## config.mk

```make
export PLATFORM = sky130hd
export DESIGN_NAME = seg2hex
export DESIGN_NICKNAME = d
export VERILOG_FILES = /design/src/rtl/seg2hex.sv
export SDC_FILE = /design/constraint.sdc
export NUM_CORES = 1
export LEC_CHECK = 0
export BUFFER_PORTS_ARGS = -buffer_cell sky130_fd_sc_hd__buf_2
export CORE_MARGIN = 10
export CORE_UTILIZATION = 40
export CTS_CLUSTER_SIZE = 30
export DETAILED_ROUTE_END_ITERATION = 6
export MAX_ROUTING_LAYER = met4
export SETUP_SLACK_MARGIN = 0.5
export SLEW_MARGIN = 15
export SYNTH_ARGS = -nofsm -noshare
export SYNTH_HDL_FRONTEND = slang
export SYNTH_SLANG_ARGS = --single-unit
```

## constraint.sdc

```tcl
create_clock -name clk -period 2.6 [get_ports clk]
set_clock_uncertainty 0.2 [all_clocks]
set_input_delay 0.13 -clock clk [delete_from_list [all_inputs] [get_ports clk]]
set_output_delay 0.13 -clock clk [all_outputs]
set_load 0.02 [all_outputs]
```

## src/rtl/seg2hex.sv

```systemverilog
// Recovers a 0..15 value from a two-digit (tens/units) 7-segment scan with per-digit debounce.
// Optional build macro SEG2HEX_STICKY_ERR_EN holds pat_err/range_err until rst or the next hex_valid.
module seg2hex #(
  parameter int unsigned STABLE_CYCLES = 4
) (
  input  logic       clk,
  input  logic       rst,
  input  logic [6:0] seg_in,
  input  logic [1:0] dig_sel,
  output logic [3:0] hex_out,
  output logic       hex_valid,
  output logic       pat_err,
  output logic       range_err
);

  localparam int unsigned CNT_W = 4;
  localparam int unsigned SUM_W = 7;
  localparam logic [CNT_W-1:0] CNT_SAT = CNT_W'(STABLE_CYCLES - 1);
  localparam logic [CNT_W-1:0] CNT_CAP = CNT_W'(STABLE_CYCLES - 2);

  typedef enum logic [1:0] {EMPTY, HAVE_TENS, HAVE_UNITS, EMIT} state_e;

  state_e           state_q, state_d;
  logic [6:0]       seg_q;
  logic [1:0]       sel_q;
  logic [CNT_W-1:0] cnt_q, cnt_d;
  logic [3:0]       tens_q, tens_d, units_q, units_d;
  logic [3:0]       hex_q, hex_d;
  logic             valid_q, valid_d, pat_q, pat_d, range_q, range_d;

  logic             match, capture, glyph_ok, is_tens, good_cap, pat_now, range_now;
  logic [3:0]       glyph_val;
  logic [SUM_W-1:0] sum;

  // Active-low glyph decode; blank and any other pattern are illegal.
  always_comb begin
    glyph_ok  = 1'b1;
    glyph_val = 4'd0;
    case (seg_in)
      7'b0000001: glyph_val = 4'd0;
      7'b1001111: glyph_val = 4'd1;
      7'b0010010: glyph_val = 4'd2;
      7'b0000110: glyph_val = 4'd3;
      7'b1001100: glyph_val = 4'd4;
      7'b0100100: glyph_val = 4'd5;
      7'b0100000: glyph_val = 4'd6;
      7'b0001111: glyph_val = 4'd7;
      7'b0000000: glyph_val = 4'd8;
      7'b0000100: glyph_val = 4'd9;
      default:    glyph_ok  = 1'b0;
    endcase
  end

  // Stability counter: the incoming sample is compared with the held one, so the
  // capture lands on the edge that takes the STABLE_CYCLES-th identical sample.
  always_comb begin
    match   = ({dig_sel, seg_in} == {sel_q, seg_q}) && (dig_sel == 2'b10 || dig_sel == 2'b01);
    cnt_d   = '0;
    capture = 1'b0;
    if (match) begin
      cnt_d   = (cnt_q == CNT_SAT) ? cnt_q : cnt_q + CNT_W'(1);
      capture = (cnt_q == CNT_CAP);
    end
    is_tens  = dig_sel[1];
    good_cap = capture && glyph_ok;
    pat_now  = capture && !glyph_ok;
  end

  // Frame assembly; the sum is formed at full width before the range check.
  always_comb begin
    state_d   = state_q;
    tens_d    = tens_q;
    units_d   = units_q;
    hex_d     = hex_q;
    valid_d   = 1'b0;
    range_now = 1'b0;
    sum       = SUM_W'(tens_q) * SUM_W'(10) + SUM_W'(units_q);
    case (state_q)
      EMPTY, EMIT: begin
        if (state_q == EMIT) begin
          if (sum <= SUM_W'(15)) begin
            hex_d   = sum[3:0];
            valid_d = 1'b1;
          end else begin
            range_now = 1'b1;
          end
          state_d = EMPTY;
        end
        if (good_cap) begin
          if (is_tens) begin
            tens_d  = glyph_val;
            state_d = HAVE_TENS;
          end else begin
            units_d = glyph_val;
            state_d = HAVE_UNITS;
          end
        end
      end
      HAVE_TENS: begin
        if (good_cap) begin
          if (is_tens) begin
            tens_d = glyph_val;
          end else begin
            units_d = glyph_val;
            state_d = EMIT;
          end
        end
      end
      HAVE_UNITS: begin
        if (good_cap) begin
          if (is_tens) begin
            tens_d  = glyph_val;
            state_d = EMIT;
          end else begin
            units_d = glyph_val;
          end
        end
      end
      default: state_d = EMPTY;
    endcase
`ifdef SEG2HEX_STICKY_ERR_EN
    pat_d   = pat_now   || (pat_q   && !valid_d);
    range_d = range_now || (range_q && !valid_d);
`else
    pat_d   = pat_now;
    range_d = range_now;
`endif
  end

  always_ff @(posedge clk) begin
    if (rst) begin
      state_q <= EMPTY;
      seg_q   <= '0;
      sel_q   <= '0;
      cnt_q   <= '0;
      tens_q  <= '0;
      units_q <= '0;
      hex_q   <= '0;
      valid_q <= 1'b0;
      pat_q   <= 1'b0;
      range_q <= 1'b0;
    end else begin
      state_q <= state_d;
      seg_q   <= seg_in;
      sel_q   <= dig_sel;
      cnt_q   <= cnt_d;
      tens_q  <= tens_d;
      units_q <= units_d;
      hex_q   <= hex_d;
      valid_q <= valid_d;
      pat_q   <= pat_d;
      range_q <= range_d;
    end
  end

  assign hex_out   = hex_q;
  assign hex_valid = valid_q;
  assign pat_err   = pat_q;
  assign range_err = range_q;

endmodule
```

== Yosys cells after proc, flatten, opt, wreduce, memory -nomap -nowiden ==
Index checks and enable logic that the tools add are counted.

* Register bits: 30

* $add $sub $neg: 2
* Reductions and logical operators: 16
* Muxes and demuxes: 19
* Multipliers: 1
* Equal/unequal tests: 25
* Magnitude comparators: 1
* Bitwise gates (word level): 3

{| class="wikitable"
|+ Operators by type and width
! operator !! number
|-
| $pmux 4 s9 || 1
|-
| $mux 4 || 6
|-
| $eq 7x3->1 const B || 2
|-
| $eq 7x6->1 const B || 2
|-
| $eq 7x7->1 const B || 2
|-
| $mux 2 || 7
|-
| $ne 2x2->1 const B || 5
|-
| $reduce_or 10->1 || 1
|-
| $eq 9x9->1 || 1
|-
| $eq 4x2->1 const B || 2
|-
| $add 7x4->7 || 1
|-
| $eq 7x1->1 const B || 1
|-
| $eq 7x4->1 const B || 1
|-
| $eq 7x5->1 const B || 1
|-
| $le 7x4->1 const B || 1
|-
| $logic_not 7->1 || 1
|-
| $eq 2x2->1 const B || 3
|-
| $mul 4x3->6 const B || 1
|-
| $pmux 2 s3 || 1
|-
| $reduce_and 5->1 || 1
|-
| $add 4x1->4 const B || 1
|-
| $eq 2x1->1 const B || 2
|-
| $mux 1 || 4
|-
| $ne 2x1->1 const B || 2
|-
| other kinds (11) || 17
|}

== Depth between registers and ports, before layout ==
Gate-level depths: netlist of the first run.

* Word-level depth: 7
* Gate-level depth with buffers: 10
* Depth with buffers taken out: 10

== Worst setup path after synthesis of the first run ==
OpenSTA, ideal clock, no wires.

* Path kind: register to register
* From: register tens_q[1]
* To: register hex_q[1], in the netlist hex_out[1]
* Cell stages (with the launch flop): 10
* Data required time: 2272 ps
* Setup slack: 175 ps
* Arrival: 2097 ps
* Path buffers: 0
* Setup time: 128 ps
* Clock period less this slack: 2425 ps
* Path through: dfxtp_1 -> ha_1 -> ha_1 -> inv_1 -> fa_1 -> nor4b_1 -> o21a_1 -> o21ai_1 -> mux2i_1 -> nor2_1

* Longest elaborated chain between the ends: 4

{| class="wikitable"
|+ Ends and longest elaborated chain
! element !! line !! RTL
|-
| start: declaration || 27 || <nowiki>logic [3:0] tens_q, tens_d, units_q, units_d;</nowiki>
|-
| start signal: assignment || 147 || <nowiki>tens_q <= tens_d;</nowiki>
|-
| $mul 4x3->6 || 77 || <nowiki>sum = SUM_W'(tens_q) * SUM_W'(10) + SUM_W'(units_q);</nowiki>
|-
| $add 7x4->7 || 77 ||
|-
| $le 7x4->1 || 81 || <nowiki>if (sum <= SUM_W'(15)) begin</nowiki>
|-
| $reduce_and 3->1 (no source line) || n/a ||
|-
| end signal: assignment || 138 || <nowiki>hex_q <= '0;</nowiki>
|-
| end signal: assignment || 149 || <nowiki>hex_q <= hex_d;</nowiki>
|-
| end: declaration || 28 || <nowiki>logic [3:0] hex_q, hex_d;</nowiki>
|}

Every way passes these cells.
A chain may end at the register's enable or synchronous reset.

== Worst setup path in the final report of the first run ==
* From: register tens_q[1]
* To: register hex_q[2], in the netlist hex_out[2]

* Longest elaborated chain between the ends: 4

{| class="wikitable"
|+ Ends and longest elaborated chain
! element !! line
|-
| $mul 4x3->6 * || 77
|-
| $add 7x4->7 * || 77
|-
| $le 7x4->1 || 81
|-
| $reduce_and 3->1 (no source line) || n/a
|}

Mark *: on every way between the ends. The rest lies on a longest branch, timed or not.

==> results of run 1 <==
power breakdown:
group          leakage [nW]  total, mW  switching (mW)  internal [mW]
logic                 0.606      0.281           0.140          0.141
clock network        0.0579      0.459           0.177          0.282
registers             0.246      0.497          0.0182          0.479
total                 0.910       1.24           0.336          0.902
synth_stat cells (all sizes together) (5+ instances only):
| library cell | n |
|---|---|
| nor2 | 14 |
| o21ai | 5 |
| xnor2 | 8 |
| mux2i | 9 |
| nor2b | 9 |
| nand2b | 9 |
| nand2 | 9 |
| inv | 9 |
| dfxtp | 30 |
| ha | 13 |
layout make-up:
| cell class | instances | area [sq um] | area share |
|---|---|---|---|
| clock buffers | 5 | 68.82 | 0.03207 |
| clock inverters | 3 | 40.04 | 0.01866 |
| inverters | 9 | 33.78 | 0.01574 |
| multi-input cells | 129 | 1135 | 0.5289 |
| flip-flops and latches | 30 | 608.1 | 0.2834 |
| well taps | 50 | 62.56 | 0.02915 |
| repair buffers | 29 | 197.7 | 0.09213 |
cells in the final DEF, fill, tap and decap left out, types with 2 or more instances in the layout:
cell                            count
sky130_fd_sc_hd__dfxtp_1           28
sky130_fd_sc_hd__buf_2             17
sky130_fd_sc_hd__nor2_1            14
sky130_fd_sc_hd__nand2b_1           9
sky130_fd_sc_hd__nand2_1            9
sky130_fd_sc_hd__mux2i_1            9
sky130_fd_sc_hd__nor2b_1            9
sky130_fd_sc_hd__ha_1               9
sky130_fd_sc_hd__dlygate4sd3_1      9
sky130_fd_sc_hd__inv_1              8
sky130_fd_sc_hd__xnor2_1            7
sky130_fd_sc_hd__clkbuf_8           5
sky130_fd_sc_hd__nand3_1            4
sky130_fd_sc_hd__ha_4               4
sky130_fd_sc_hd__xor2_1             3
sky130_fd_sc_hd__nor4b_2            3
sky130_fd_sc_hd__a21oi_1            3
sky130_fd_sc_hd__buf_4              3
sky130_fd_sc_hd__nand4_1            2
sky130_fd_sc_hd__nand3b_1           2
sky130_fd_sc_hd__a211oi_1           2
sky130_fd_sc_hd__o21a_4             2
sky130_fd_sc_hd__o21ai_0            2
sky130_fd_sc_hd__mux2_4             2
sky130_fd_sc_hd__o221a_1            2
sky130_fd_sc_hd__clkinv_2           2
sky130_fd_sc_hd__dfxtp_4            2
per-layer routing:
layer	part of all wire	wire length, um
met1	0.47	1697
met2	0.47	1693
met3	0.036	131
met4	0.019	70
met5	0	0
worst min-delay path, cell delays in order:
cell and delay, ns:
sky130_fd_sc_hd__buf_2 0.14, sky130_fd_sc_hd__nand2b_1 0.10, sky130_fd_sc_hd__o221a_1 0.17
state kept, by name, indices dropped and copies added, names as in the netlist:
name / cells
sel_q: 2
range_err: 1
hex_out: 4
seg_q: 7
tens_q: 4
state_q: 2
units_q: 4
hex_valid: 1
pat_err: 1
cnt_q: 4
worst max-delay path by stage:
stage	from	end	slack, ns
2_1_floorplan	tens_q[3]	hex_out[1]	0.26
3_3_place_gp	tens_q[1]	hex_out[3]	0.17
3_5_place_dp	tens_q[1]	hex_out[2]	0.10
4_1_cts	tens_q[1]	hex_out[2]	0.22
5_1_grt	tens_q[1]	hex_out[1]	0.07
6_report	tens_q[1]	hex_out[2]	0.21
per-stage QoR:
stage / setup slack (ns) / hold WS (ns)
after detailed placement: 0.1041 / 0.1784
after floorplan: 0.2563 / 0.05818
after CTS: 0.2166 / 0.06795
final: 0.2075 / 0.08794
after global placement: 0.1749 / 0.1627
after global routing: 0.07105 / 0.08971
cell families after synthesis:
family	count (synthesis)
multiplexers	12
flip-flops	30
AND/OR/NAND/NOR	68
XOR/XNOR	12
adder cells (fa/ha/maj)	15
AO/OA/AOI/OAI	22
buffers and inverters	16
repair_timing:
item / 4_1_cts / 5_1_grt
cloned: 0 / 0
setup endpoints to repair: 6 / 10
hold endpoints to repair: 9 / 0
hold buffers: 9 / 0
buffers inserted: 2 / 1
resized for setup: 4 / 3
pin swaps: 6 / 2
==> impl_metrics.env, run 1 <==
export IMPL_met2_demand_to_capacity_share_in_global_routing=0.1676
export IMPL_yosys_area_top_type_share=0.3481
export IMPL_yosys_area_share_simple=0.2422
export IMPL_post_synth_main_area_contributors="sky130_fd_sc_hd__dfxtp_1 35%, sky130_fd_sc_hd__ha_1 9.4%, sky130_fd_sc_hd__mux2i_1 5.2%, sky130_fd_sc_hd__xnor2_1 3.6%, sky130_fd_sc_hd__nand2b_1 3.3%"
export IMPL_gate_family_responsible_for_the_most_delay_along_the_worst_path="adder cells"
export IMPL_timing_final_setup_violations=0
export IMPL_design_portCount=18
export IMPL_timing_worst_setup_path_type="flip-flop to flip-flop"
export IMPL_rsz0062_at_grt="true"
export IMPL_routabilityCongestion=0.7700
export IMPL_antenna_violating_nets_post_route=0
export IMPL_worst_r2r_cell_count=9
export IMPL_globalRoute_totalOverflow=0
export IMPL_routed_via_count=1329
export IMPL_static_leakage_power_nw=0.9099
export IMPL_timing_critical_path_to_type="flip-flop"
export IMPL_pins_over_their_slew_limit=0
export IMPL_grt_start_max_net_pins=30
export IMPL_placedCellCount=235
export IMPL_layout_filler_cells=385
export IMPL_syn2layout_area_growth_pct=24.37
export IMPL_synth_area_leader_cell="sky130_fd_sc_hd__dfxtp_1"
export IMPL_timing_hold_worst_class="input port to flip-flop"
export IMPL_timing_hold_worst_path_depth=3
export IMPL_cp_max_fo=6
export IMPL_routed_wl_mm=3.593
export IMPL_detailedPlacementHpwl_mm=2.622
export IMPL_numPortBuffers=17
export IMPL_ctsRootBufferMaster="sky130_fd_sc_hd__clkbuf_8"
export IMPL_path_common_cell="sky130_fd_sc_hd__ha_4"
export IMPL_timing_setup_tns_ns=0
export IMPL_synth_compound_area_frac=0.09862
export IMPL_yosysSeqAreaShare=0.3481
export IMPL_number_of_global_route_vias_before_repair=1410
export IMPL_finalHoldViolCount=0
export IMPL_rows=23
export IMPL_wire_length_of_the_first_global_routing_pass_mm=6.417
export IMPL_hold_start="dig_sel[1]"
export IMPL_synth_xor_area_share=0.06526
export IMPL_vdd_ir_drop_worst_mv=0.3357
export IMPL_path_buf_inv=1
export IMPL_syn_nets=201
export IMPL_postSynthRegisterBits=30
export IMPL_fin_crit_ns=2.393
export IMPL_timing_critical_path_depth=9
export IMPL_grtUsageMet1=0.1257
export IMPL_synth_enable_flop_cells=0
export IMPL_worstHoldEndpoint="state_q[1]"
export IMPL_cp_start_kind="flip-flop"
export IMPL_synthCells=175
export IMPL_clk_insertion_delay_late_ns=0.28
export IMPL_finalInstanceArea_sq_mm=0.002146
export IMPL_die_area_sq_mm=0.007340
export IMPL_totalPowerFinal_mw=1.238
export IMPL_cts_reportedPaths_clkPinSlew_ns=0.07
export IMPL_synth_flop_cell="sky130_fd_sc_hd__dfxtp_1"
export IMPL_busiest_layer="met2"
export IMPL_slew_headroom=0.6624
export IMPL_core_area_sq_mm=0.004086
export IMPL_grt_antenna_before_repair=0
export IMPL_synth_warning_count=0
export IMPL_routed_via_density=5.212
export IMPL_synth_adder_area_share=0.1175
export IMPL_firstDrtPassIters=4
export IMPL_ctsHtreeMaxLevel=2
export IMPL_synth_lib_cells_used_distinct=50
export IMPL_tritoncts_num_buffers=5
export IMPL_reg2reg_from="tens_q[1]"
export IMPL_post_drt_wl_per_cell_um=14.09
export IMPL_initial_utilization=0.4222
export IMPL_tightestPinTransition_ns=0.5064
export IMPL_cts_sink_count=30
export IMPL_antenna_cells=0
export IMPL_reg2reg_end="hex_out[2]"
export IMPL_asyncSetResetFlopFracSynth=0
export IMPL_detail_route_iter0_violations=47
export IMPL_drcViolationCount=0
export IMPL_avgSynthCellArea_sq_um=9.859
export IMPL_p_per_area_mw_per_mm2=576.7
export IMPL_fin_util=0.5251
export IMPL_nets=230
export IMPL_fmax_mhz=418.0
export IMPL_cts_tree="yes"
export IMPL_finalCritPeriodShare=0.9202
export IMPL_max_cap_violations=0
export IMPL_post_synth_mux_area_share=0.07614
export IMPL_die_x_um=85.68
export IMPL_netlist_area_sq_mm=0.001725
export IMPL_finalNonFillerCells=255
export IMPL_slowest_stage="sky130_fd_sc_hd__fa_2"
export IMPL_outcome="completed"
export IMPL_drive_gt1_frac=0.2732
export IMPL_cts_buffer_depth=2
export IMPL_critical_path_max_stage_delay_ns=0.43
export IMPL_global_route_usage_over_all_layers=0.1079
export IMPL_synth_top_family_by_area="simple AND/OR/NAND/NOR gates"
export IMPL_r2r_setup_slack_ns=0.21
export IMPL_worstPathRequired_ns=2.56
export IMPL_detailed_place_area_sq_mm=0.001874
export IMPL_path_cells="ha_4 -> ha_4 -> inv_2 -> fa_2 -> nor4b_2 -> o21a_1 -> o21ai_4 -> mux2i_1 -> nor2_1"
export IMPL_worstPathArrival_ns=2.35
export IMPL_die_height_um=85.68
export IMPL_grt_use_met3=0.03122
Power figures use the tool's default switching activity.
==> inputs of run 2 (changes only) <==
- CTS_CLUSTER_SIZE: 30 -> 28
- SETUP_SLACK_MARGIN: 0.5 -> 0.05
- clock period: 2.6 -> 2.3 ns (I/O delays scaled with it)
==> run 2 against run 1 <==
Compared with the run above: the flow now finishes with violations (setup timing); register-to-register slack worse by 0.31 ns; sequential power up 14%; non-clock buffer count rose by 12; flip-flop and latch count stayed put; first-iteration DRC count down 28%; design area up 8.0%; critical endpoint is now hex_out[3].
==> impl_metrics.env, run 2 (synthesized netlist as in run 1, its figures left out) <==
export IMPL_antenna_violating_nets_post_route=0
export IMPL_multiInputGateArea_sq_mm=0.001225
export IMPL_layout_filler_cells=373
export IMPL_worst_r2r_cell_count=10
export IMPL_finalCritPeriodShare=1.045
export IMPL_hold_start="rst"
export IMPL_globalRoute_totalOverflow=0
export IMPL_number_of_global_route_vias_before_repair=1389
export IMPL_path_common_cell="sky130_fd_sc_hd__ha_4"
export IMPL_tightestPinTransition_ns=0.5086
export IMPL_grt_start_max_net_pins=30
export IMPL_failed_checks="setup timing"
export IMPL_cts_reportedPaths_clkPinSlew_ns=0.06
export IMPL_timing_critical_path_to_type="flip-flop"
export IMPL_cp_max_fo=6
export IMPL_core_area_sq_mm=0.004086
export IMPL_reg2reg_from="tens_q[3]"
export IMPL_pins_over_their_slew_limit=0
export IMPL_routabilityCongestion=0.8053
export IMPL_antenna_cells=0
export IMPL_global_route_usage_over_all_layers=0.1059
export IMPL_wire_length_of_the_first_global_routing_pass_mm=6.306
export IMPL_firstDrtPassIters=4
export IMPL_routed_via_density=5.060
export IMPL_timing_hold_worst_class="input port to flip-flop"
export IMPL_rsz0062_at_grt="true"
export IMPL_finalNonFillerCells=267
export IMPL_worstPathRequired_ns=2.25
export IMPL_timing_hold_worst_path_depth=2
export IMPL_tritoncts_num_buffers=5
export IMPL_final_cell_mix="28 x sky130_fd_sc_hd__dfxtp_1, 16 x sky130_fd_sc_hd__buf_4, 14 x sky130_fd_sc_hd__nor2_1, 14 x sky130_fd_sc_hd__buf_2"
export IMPL_initial_utilization=0.4222
export IMPL_cts_sink_count=30
export IMPL_slew_headroom=0.6610
export IMPL_vdd_ir_drop_worst_mv=0.2727
export IMPL_postLayoutSetupSlackWorst_ns=-0.1043
export IMPL_cp_start_kind="flip-flop"
export IMPL_timing_critical_path_depth=10
export IMPL_placedCellCount=244
export IMPL_cts_buffer_depth=2
export IMPL_die_height_um=85.68
export IMPL_regMostFlops="seg_q"
export IMPL_clk_insertion_delay_late_ns=0.28
export IMPL_rows=23
export IMPL_drcViolationCount=0
export IMPL_cp_startpoint="tens_q[3]"
export IMPL_gate_family_responsible_for_the_most_delay_along_the_worst_path="adder cells"
export IMPL_path_buf_inv=1
export IMPL_slowest_stage="sky130_fd_sc_hd__dfxtp_4"
export IMPL_largest_register_ffs=7
export IMPL_nets=242
export IMPL_ctsRootBufferMaster="sky130_fd_sc_hd__clkbuf_8"
export IMPL_max_cap_violations=0
export IMPL_grt_antenna_before_repair=0
export IMPL_post_drt_wl_per_cell_um=14.27
export IMPL_detailedPlacementHpwl_mm=2.735
export IMPL_numPortBuffers=17
export IMPL_finalHoldViolCount=0
export IMPL_die_area_sq_mm=0.007340
export IMPL_routed_via_count=1351
export IMPL_drive_gt1_frac=0.3456
export IMPL_timing_final_setup_violations=4
export IMPL_fin_crit_ns=2.404
export IMPL_path_cells="ha_4 -> ha_4 -> inv_2 -> fa_2 -> xor2_2 -> nor4b_2 -> o21a_1 -> o21ai_4 -> mux2i_1 -> nor2_1"
export IMPL_timing_worst_setup_path_type="flip-flop to flip-flop"
export IMPL_ctsHtreeMaxLevel=2
export IMPL_design_portCount=18
export IMPL_layout_commonest_cell="sky130_fd_sc_hd__dfxtp_1"
export IMPL_p_per_area_mw_per_mm2=604.1
export IMPL_regArea_sq_um=605.6
export IMPL_static_leakage_power_nw=1.013
export IMPL_syn2layout_area_growth_pct=34.30
export IMPL_die_x_um=85.68
export IMPL_outcome="finished with violations"
export IMPL_critical_path_max_stage_delay_ns=0.35
export IMPL_totalPowerFinal_mw=1.400
export IMPL_detail_route_iter0_violations=34
export IMPL_fmax_mhz=415.9
export IMPL_worstPathArrival_ns=2.36
export IMPL_routed_wl_mm=3.811
export IMPL_cts_tree="yes"
export IMPL_fin_hold_ws_ns=0.07795
[run 2: cell type report]
class | instances | area share
clock buffer | 7 | 0.03726
clock inverter | 1 | 0.002160
inverter | 9 | 0.01458
multi-input combinational | 129 | 0.5286
sequential | 30 | 0.2613
tap | 50 | 0.02700
timing repair buffer | 41 | 0.1290
[run 2: path summary, 6_finish.rpt]
kind,end,slack (ns)
setup / recovery,hex_out[3],-0.10
hold / removal,seg_q[5],0.08
setup reg to reg,hex_out[3],-0.10
hold reg to reg,hex_out[0],0.29
[run 2: stage by stage]
stage	util	setup WS [ns]	setup TNS [ns]	cell area, sq um
6_report	0.5671	-0.1043	-0.3238	2317
5_1_grt	0.5671	-0.2249	-0.8021	2317
4_1_cts	0.5260	-0.08862	-0.2738	2150
3_5_place_dp	0.4752	-0.1703	-0.5985	1942
3_3_place_gp	0.4752	-0.07762	-0.2687	1942
2_1_floorplan	-	-0.04368	-0.1311	1783
[run 2: repair_timing]
| item | 4_1_cts | 5_1_grt |
|---|---|---|
| setup endpoints to repair | 5 | 9 |
| hold buffers | 9 | 0 |
| resized for setup | 4 | 21 |
| hold endpoints to repair | 9 | 0 |
| pin swaps | 5 | 9 |
| setup buffers | 0 | 7 |
| gates cloned | 0 | 0 |
[run 2: report_power, final]
part	total (mW)	internal (mW)	switching (mW)
combinational	0.397	0.212	0.184
sequential	0.565	0.543	0.0224
clock	0.438	0.241	0.197
[run 2: metal layers]
layer / vias up / share of wire / global-route usage / wire [um]
met2: 21 / 0.50 / 0.1778 / 1906
met1: 632 / 0.45 / 0.1136 / 1698
met3: 9 / 0.034 / 0.02744 / 130
met5: - / 0 / - / 0
li1: 689 / - / - / -
met4: 0 / 0.020 / 0.05090 / 76
==> inputs of run 3 (changes only) <==
- CELL_PAD_IN_SITES_DETAIL_PLACEMENT: not set -> 0
- CELL_PAD_IN_SITES_GLOBAL_PLACEMENT: not set -> 1
- PLACE_DENSITY_LB_ADDON: not set -> 0.1
==> run 3 against run 2 <==
Compared with the run above: the run still ends with setup timing left; register-to-register slack better by 0.02 ns; setup slack gained 0.019 ns; core utilization decreased by 1.1 points; global-route usage barely moved; critical path type unchanged; critical endpoint is now hex_out[1]; largest cell class unchanged.
==> impl_metrics.env, run 3 (synthesized netlist as in run 1, its figures left out) <==
export IMPL_slowest_stage="sky130_fd_sc_hd__fa_2"
export IMPL_clk_insertion_delay_late_ns=0.28
export IMPL_rows=23
export IMPL_timing_final_setup_violations=5
export IMPL_static_leakage_power_nw=1.004
export IMPL_routed_via_density=5.120
export IMPL_timing_worst_setup_path_type="flip-flop to flip-flop"
export IMPL_worstPathRequired_ns=2.27
export IMPL_die_x_um=85.68
export IMPL_outcome="finished with violations"
export IMPL_finalInstanceArea_sq_mm=0.002273
export IMPL_antenna_cells=0
export IMPL_timing_hold_worst_class="input port to flip-flop"
export IMPL_grt_start_max_net_pins=22
export IMPL_regMostFlops="seg_q"
export IMPL_design_portCount=18
export IMPL_post_place_ws_ns=-0.1621
export IMPL_detailedPlacementHpwl_mm=2.661
export IMPL_slew_headroom=0.7334
export IMPL_timing_critical_path_to_type="flip-flop"
export IMPL_fin_util=0.5563
export IMPL_nets=243
export IMPL_firstDrtPassIters=4
export IMPL_postLayoutSetupSlackWorst_ns=-0.08525
export IMPL_numPortBuffers=17
export IMPL_final_cell_mix="26 x sky130_fd_sc_hd__dfxtp_1, 16 x sky130_fd_sc_hd__buf_2, 14 x sky130_fd_sc_hd__nor2_1, 14 x sky130_fd_sc_hd__buf_4, 12 x sky130_fd_sc_hd__dlygate4sd3_1"
export IMPL_path_cells="ha_4 -> ha_4 -> inv_2 -> fa_2 -> nor4b_4 -> o21a_1 -> o21ai_4 -> mux2i_1 -> nor2_1"
export IMPL_wire_length_of_the_first_global_routing_pass_mm=6.210
export IMPL_cts_tree="yes"
export IMPL_ctsHtreeMaxLevel=2
export IMPL_path_common_cell="sky130_fd_sc_hd__ha_4"
export IMPL_grt_antenna_before_repair=0
export IMPL_largest_register_ffs=7
export IMPL_globalRoute_totalOverflow=0
export IMPL_p_per_area_mw_per_mm2=575.3
export IMPL_cts_buffer_depth=2
export IMPL_vdd_ir_drop_worst_mv=0.2486
export IMPL_pins_over_their_slew_limit=0
export IMPL_layout_commonest_cell="sky130_fd_sc_hd__dfxtp_1"
export IMPL_failed_checks="setup timing"
export IMPL_fin_crit_ns=2.385
export IMPL_finalHoldViolCount=0
export IMPL_drive_gt1_frac=0.3134
export IMPL_critical_path_max_stage_delay_ns=0.46
export IMPL_routabilityCongestion=0.7468
export IMPL_fin_hold_ws_ns=0.09280
export IMPL_worstPathArrival_ns=2.35
export IMPL_global_route_usage_over_all_layers=0.1061
export IMPL_cp_start_kind="flip-flop"
export IMPL_multiInputGateArea_sq_mm=0.001187
export IMPL_layout_filler_cells=389
export IMPL_cts_sink_count=30
export IMPL_detail_route_iter0_violations=33
export IMPL_tritoncts_num_buffers=5
export IMPL_core_area_sq_mm=0.004086
export IMPL_die_height_um=85.68
export IMPL_routed_wl_mm=3.632
export IMPL_die_area_sq_mm=0.007340
export IMPL_number_of_global_route_vias_before_repair=1366
export IMPL_cp_max_fo=6
export IMPL_initial_utilization=0.4222
export IMPL_detailed_place_area_sq_mm=0.001957
export IMPL_tightestPinTransition_ns=0.3980
export IMPL_timing_setup_tns_ns=-0.3508
export IMPL_path_buf_inv=1
export IMPL_post_drt_wl_per_cell_um=13.60
export IMPL_cts_reportedPaths_clkPinSlew_ns=0.06
export IMPL_ctsRootBufferMaster="sky130_fd_sc_hd__clkbuf_8"
export IMPL_drcViolationCount=0
export IMPL_fmax_mhz=419.2
export IMPL_regArea_sq_um=608.1
export IMPL_syn2layout_area_growth_pct=31.76
export IMPL_finalCritPeriodShare=1.037
export IMPL_gate_family_responsible_for_the_most_delay_along_the_worst_path="adder cells"
export IMPL_rsz0062_at_grt="true"
export IMPL_routed_via_count=1367
export IMPL_antenna_violating_nets_post_route=0
export IMPL_max_cap_violations=0
run 3: cell types whose count changed in the layout (fill, tap and decap cells not counted), moves of 2 or more:
cell / delta
sky130_fd_sc_hd__buf_2: +2
sky130_fd_sc_hd__buf_4: -2
sky130_fd_sc_hd__dfxtp_1: -2
sky130_fd_sc_hd__dfxtp_2: +2
sky130_fd_sc_hd__dlygate4sd3_1: +3
sky130_fd_sc_hd__xnor2_1: +3
sky130_fd_sc_hd__xnor2_2: -3
run 3: worst register-to-register path, delay by kind of cell, from the launching register on:
kind                       cells  cell delay (ns)
DFF                            1             0.34
AOI/OAI and AO/OA              2             0.33
muxes                          1             0.17
and+or+nand+nor                2             0.33
adders and majority gates      3             0.85
buffers and inverters          1             0.05
run 3: what timing repair did:
item | CTS | global route
setup buffers | 2 | 2
hold buffers | 12 | 0
endpoints found under the setup margin | 6 | 10
gates resized for setup | 4 | 14
pin swaps | 8 | 9
endpoints found under the hold margin | 9 | 0
run 3: layout make-up:
cell class / count / area share
multi-input cells: 129 / 0.5223
flip-flops and latches: 30 / 0.2675
repair buffers: 42 / 0.1343
clock buffers: 7 / 0.03357
well taps: 50 / 0.02752
inverters: 9 / 0.01486
run 3: worst paths after layout:
path         slack, ns  cells past startpoint       start         end
max              -0.09                      9   tens_q[1]  hex_out[1]
max reg2reg      -0.09                      9   tens_q[1]  hex_out[1]
min               0.09                      3  dig_sel[1]  units_q[3]
min reg2reg       0.29                      2  hex_out[2]  hex_out[2]
run 3: through the flow:
step	power, mW	instances
6_report	1.308	267
5_1_grt	1.378	267
3_3_place_gp	0.8684	246
4_1_cts	1.304	267
3_5_place_dp	0.8805	246
2_1_floorplan	0.8218	175
run 3: where the power goes:
group | internal (mW) | total [mW] | switching (mW)
registers | 0.543 | 0.563 | 0.0202
clock network | 0.208 | 0.406 | 0.198
logic | 0.173 | 0.339 | 0.166
total | 0.924 | 1.31 | 0.384
run 3: routing by layer:
metal | vias up | wire length, um | track usage
li1 | 693 | - | -
met1 | 653 | 1744 | 0.1232
met2 | 17 | 1746 | 0.1676
met3 | 4 | 97 | 0.03217
met4 | 0 | 44 | 0.04042
met5 | - | 0 | -
